==> src/rtl/trig_chain_loader_pkg.sv <==
// Shared definitions for the D_Trig chain load controller: FSM encoding
// and the legal range of the chain length.
package trig_pkg;

    typedef enum logic [1:0] {
        ST_IDLE  = 2'b00,
        ST_SHIFT = 2'b01,
        ST_LATCH = 2'b10,
        ST_RSVD  = 2'b11
    } state_t;

    localparam int WIDTH_MIN = 2;
    localparam int WIDTH_MAX = 32;

    function automatic logic width_ok(input int w);
        return (w >= WIDTH_MIN) && (w <= WIDTH_MAX);
    endfunction

endpackage

==> src/rtl/trig_chain_loader_shift_bit_cnt.sv <==
// Bit counter for the serial shift phase; flags the final bit of a word.
module shift_bit_cnt #(
    parameter int WIDTH = 8
) (
    input  logic clk,
    input  logic srst,
    input  logic clr,
    input  logic inc,
    output logic last
);

    localparam int CNT_W = $clog2(WIDTH);

    logic [CNT_W-1:0] count_reg;

    always_ff @(posedge clk) begin
        if (srst) begin
            count_reg <= '0;
        end else if (clr) begin
            count_reg <= '0;
        end else if (inc) begin
            count_reg <= count_reg + 1'b1;
        end
    end

    assign last = (count_reg == CNT_W'(WIDTH - 1));

endmodule

==> src/rtl/trig_chain_loader.sv <==
// Accepts a parallel word, shifts it serially into a D_Trig chain, then
// pulses the latch enable and reports completion.
module trig_chain_loader
    import trig_pkg::*;
#(
    parameter int WIDTH = 8
) (
    input  logic             C,
    input  logic             R,
    input  logic             in_valid,
    output logic             in_ready,
    input  logic [WIDTH-1:0] in_data,
    input  logic             msb_first,
    input  logic             abort,
    output logic             SD,
    output logic             SE,
    output logic             LE,
    output logic             busy,
    output logic             done
);

    if (!width_ok(WIDTH)) begin : g_bad_width
        $error("trig_chain_loader: WIDTH out of range");
    end

    state_t           state_reg, state_next;
    logic [WIDTH-1:0] shadow_reg, shadow_next;
    logic [WIDTH-1:0] shift_msb, shift_lsb;
    logic             order_reg, order_next;
    logic             done_reg, done_next;
    logic             cnt_clr, cnt_inc, cnt_last;

    // Shifted copies of the shadow: each moves bits toward the emitting end.
    genvar gi;
    generate
        for (gi = 0; gi < WIDTH; gi++) begin : g_shift
            if (gi == 0) begin : g_msb_fill
                assign shift_msb[gi] = 1'b0;
            end else begin : g_msb_move
                assign shift_msb[gi] = shadow_reg[gi-1];
            end
            if (gi == WIDTH - 1) begin : g_lsb_fill
                assign shift_lsb[gi] = 1'b0;
            end else begin : g_lsb_move
                assign shift_lsb[gi] = shadow_reg[gi+1];
            end
        end
    endgenerate

    shift_bit_cnt #(
        .WIDTH (WIDTH)
    ) u_bit_cnt (
        .clk  (C),
        .srst (R),
        .clr  (cnt_clr),
        .inc  (cnt_inc),
        .last (cnt_last)
    );

    always_ff @(posedge C) begin
        if (R) begin
            state_reg  <= ST_IDLE;
            shadow_reg <= '0;
            order_reg  <= 1'b0;
            done_reg   <= 1'b0;
        end else begin
            state_reg  <= state_next;
            shadow_reg <= shadow_next;
            order_reg  <= order_next;
            done_reg   <= done_next;
        end
    end

    always_comb begin
        state_next  = state_reg;
        shadow_next = shadow_reg;
        order_next  = order_reg;
        done_next   = 1'b0;
        cnt_clr     = 1'b0;
        cnt_inc     = 1'b0;
        case (state_reg)
            ST_IDLE: begin
                if (in_valid && in_ready) begin
                    shadow_next = in_data;
                    order_next  = msb_first;
                    cnt_clr     = 1'b1;
                    state_next  = ST_SHIFT;
                end
            end
            ST_SHIFT: begin
                if (abort) begin
                    shadow_next = '0;
                    cnt_clr     = 1'b1;
                    state_next  = ST_IDLE;
                end else begin
                    shadow_next = order_reg ? shift_msb : shift_lsb;
                    cnt_inc     = 1'b1;
                    if (cnt_last) begin
                        state_next = ST_LATCH;
                    end
                end
            end
            ST_LATCH: begin
                done_next  = 1'b1;
                state_next = ST_IDLE;
            end
            default: begin
                state_next = ST_IDLE;
            end
        endcase
    end

    // in_ready is the only output that looks at R directly, so no word is
    // taken on the edge that is being reset.
    always_comb begin
        in_ready = (state_reg == ST_IDLE) && !R;
        SE       = (state_reg == ST_SHIFT);
        LE       = (state_reg == ST_LATCH);
        busy     = (state_reg == ST_SHIFT) || (state_reg == ST_LATCH);
        SD       = 1'b0;
        if (state_reg == ST_SHIFT) begin
            SD = order_reg ? shadow_reg[WIDTH-1] : shadow_reg[0];
        end
    end

    assign done = done_reg;

endmodule
==> config.mk <==
export PLATFORM = sky130hd
export DESIGN_NAME = trig_chain_loader
export DESIGN_NICKNAME = d
export VERILOG_FILES = /design/src/rtl/trig_chain_loader_pkg.sv /design/src/rtl/trig_chain_loader_shift_bit_cnt.sv /design/src/rtl/trig_chain_loader.sv
export SDC_FILE = /design/constraint.sdc
export NUM_CORES = 1
export LEC_CHECK = 0
export BUFFER_PORTS_ARGS = -buffer_cell sky130_fd_sc_hd__buf_4
export CORE_ASPECT_RATIO = 0.5
export CORE_MARGIN = 4
export CORE_UTILIZATION = 30
export CTS_BUF_LIST = sky130_fd_sc_hd__clkbuf_8 sky130_fd_sc_hd__clkbuf_16
export CTS_CLUSTER_SIZE = 8
export DETAILED_ROUTE_END_ITERATION = 6
export SLEW_MARGIN = 20
export SYNTH_ARGS = -nofsm -noshare
export SYNTH_HDL_FRONTEND = slang
export SYNTH_SLANG_ARGS = --single-unit
==> constraint.sdc <==
create_clock -name C -period 2.81 [get_ports C]
set_input_delay 0.843 -clock C [delete_from_list [all_inputs] [get_ports C]]
set_output_delay 0.843 -clock C [all_outputs]
set_load 0.02 [all_outputs]
==> flow_summary.toml <==
[synthesis]
synth_common_cells = "dfxtp_1 (15), nor2_1 (10), nor3_1 (8)"
yosys.cell_count.top_type = "dfxtp_1"
ys_seq_area_share_pct = 36.53
ys_top_cells_by_area = "dfxtp_1 (37%), mux2_2 (9.6%), ha_1 (9.1%)"
yosysTopAreaCell = "dfxtp_1"
synthFlopType = "dfxtp_1"
synth_seq_cells = 15
yosys.area.top_type_share_pct = 36.53
syn_area_per_cell_sq_um = 9.341
ys_warn_count = 0
synthCells = 88
synth_cell_type_count = 24
async_reset_ff_share_pct = 0
synth_edf_count = 0
syn-cell-area_sq_um = 822.0
synth_nets = 107

[clocking]
post-cts-setup-buffers = 0
cts_hold_buf = 0
cts_inserted_buffers = 3
clk_pin_slew_ns = 0.06
cts_resized = 0
insertion_delay_ns = 0.25
cts_max_path_buffers = 2
cts_root_buf = "clkbuf_8"
htree_num_levels = 1
clock-sinks = 15
cts_tree = "done"

[grt]
grt.total_usage_pct = 10.25
grt-ovfl-total = 0
grt_pass1_vias = 645
grt_pass1_wl_um = 2801
antenna_found_initial = 0
grt_max_degree = 16

[final_layout]
antenna_cells = 0
n_fill_cell = 281
stdcell_count = 143
fin_nets = 126
seq_area_sq_um = 300.3
area_growth_pct = 24.20
largest_register_ffs = 8
drive_gt1_share_pct = 28.30
final_util_pct = 39.23
multi_input_area_sq_um = 483.0

[timing]
skew_ns = 0.003521
timing.final.crit_share_pct = 85.41
fmaxAchievable_mhz = 416.7
worst_slack_ns = 0.4100
max_slew.worst_pin.slew_ns = 0.4841
fin_crit_ns = 2.400
maxSlewViolCount = 0
setup_viol = 0
grt_setup_unrepaired = "no"
relSlewSlack_pct = 67.09
fin_setup_tns_ns = 0
finalHoldViolCount = 0

[place]
hpwl_um = 1254
io_buffers = 18
place_ws_ns = 0.6483
place.gp.congestion = 0.7172
dp.cells = 139

[worst_setup_path]
cp-endpoint = "SD"
r2r_end = "shadow_reg[0]"
critPathArrivalTime_ns = 1.56
worstSetupStartpoint = "state_reg[1]"
r2r_cells = 5
path_class = "reg -> out"
crit_required_ns = 1.97
worst-path-max-fanout = 11
r2r_start = "state_reg[0]"
reg2reg_slack_ns = 1.19
end_kind = "primary output"
critPathLaunchType = "flip-flop"

[routing]
drtIter0Drc = 9
drtPass1Iterations = 4
antenna_left = 0
routed_wl_um = 1660
route.detailed.drc = 0
viasPerCell = 4.727
post_drt_wl_per_cell_um = 11.61
vias = 676

[floorplanning]
die_x_um = 82.03
ios = 19
rows = 13
start_util_pct = 31.59
core_area_sq_um = 2603
dieArea_sq_um = 3693
dieHeight_um = 45.02

[min_path]
hold_path.class = "reg -> reg"
hold_depth = 2

[power_and_ir_drop]
leakagePower_nw = 0.4279
power.density_nw_per_um2 = 606.8
ir_worst_vdd_mv = 0.2866
power.total_mw = 0.6196

[status]
status = "finished, final reports clean"

[flow_run]
maxCapViolCount = 0
==> metrics by stage <==
step	hold slack (ns)	instance area, sq um
2_1_floorplan	0.4356	822.0
4_1_cts	0.4665	1021
3_3_place_gp	0.4615	975.9
5_1_grt	0.4746	1021
3_5_place_dp	0.4574	975.9
6_report	0.4655	1021
==> worst max-delay path: stages (launching register included) <==
cell     delay (ns)
dfxtp_1        0.32
inv_1          0.09
ha_1           0.33
inv_1          0.25
nor2_1         0.16
buf_4          0.15
==> logic make-up (layout without fill, tap and decap cells) <==
kind of cell,Yosys count,count (layout),synth area share [%]
DFF,15,15,36.53
buffers and inverters,7,25,4.718
adders and majority gates,6,6,9.132
and+or+nand+nor,35,35,21.46
muxes,11,11,14.92
AOI/OAI and AO/OA,14,14,13.24
==> final cells by class <==
| type | count | share of cell area, % |
|---|---|---|
| Clock buffer | 3 | 4.044 |
| Clock inverter | 1 | 0.3676 |
| Timing Repair Buffer | 18 | 13.24 |
| Inverter | 3 | 1.103 |
| Multi-Input combinational cell | 66 | 47.30 |
| Sequential cell | 15 | 29.41 |
| Tap cell | 37 | 4.534 |
==> metal layers <==
metal  wire length (um)  vias to the layer above  global-route usage (%)
met1                748                      311                   12.12
met2                814                       10                   16.69
met3                 71                        4                   4.382
li1                   -                      351                       -
met4                 25                        0                   3.974
met5                  0                        -                       0
==> power breakdown <==
| group | internal, mW | total [mW] | switching, mW | leakage, nW |
|---|---|---|---|---|
| logic | 0.0885 | 0.189 | 0.100 | 0.278 |
| clock network | 0.0967 | 0.172 | 0.0750 | 0.0269 |
| registers | 0.239 | 0.259 | 0.0208 | 0.123 |
==> worst min path at each step <==
stage,startpoint,endpoint,slack [ns]
2_1_floorplan,u_bit_cnt.count_reg[1],u_bit_cnt.count_reg[1],0.44
3_3_place_gp,u_bit_cnt.count_reg[1],u_bit_cnt.count_reg[1],0.46
3_5_place_dp,u_bit_cnt.count_reg[1],u_bit_cnt.count_reg[1],0.46
4_1_cts,u_bit_cnt.count_reg[1],u_bit_cnt.count_reg[1],0.47
5_1_grt,u_bit_cnt.count_reg[1],u_bit_cnt.count_reg[1],0.47
6_report,u_bit_cnt.count_reg[1],u_bit_cnt.count_reg[1],0.47
==> cell usage in the layout, fill, tap and decap left out <==
cell type  count
a211oi_1       1
a21oi_1        4
a221oi_1       6
a221oi_2       1
a311oi_1       1
and2b_1        1
buf_4         18
clkbuf_8       3
dfxtp_1       15
ha_1           6
inv_1          4
mux2_2         7
mux2i_1        3
mux2i_2        1
nand2_1        4
nand2b_1       5
nand3_1        1
nand3b_1       2
nor2_1        10
nor2b_1        4
nor3_1         8
o21ai_1        1
No activity file was read; power rests on OpenSTA's default activity.
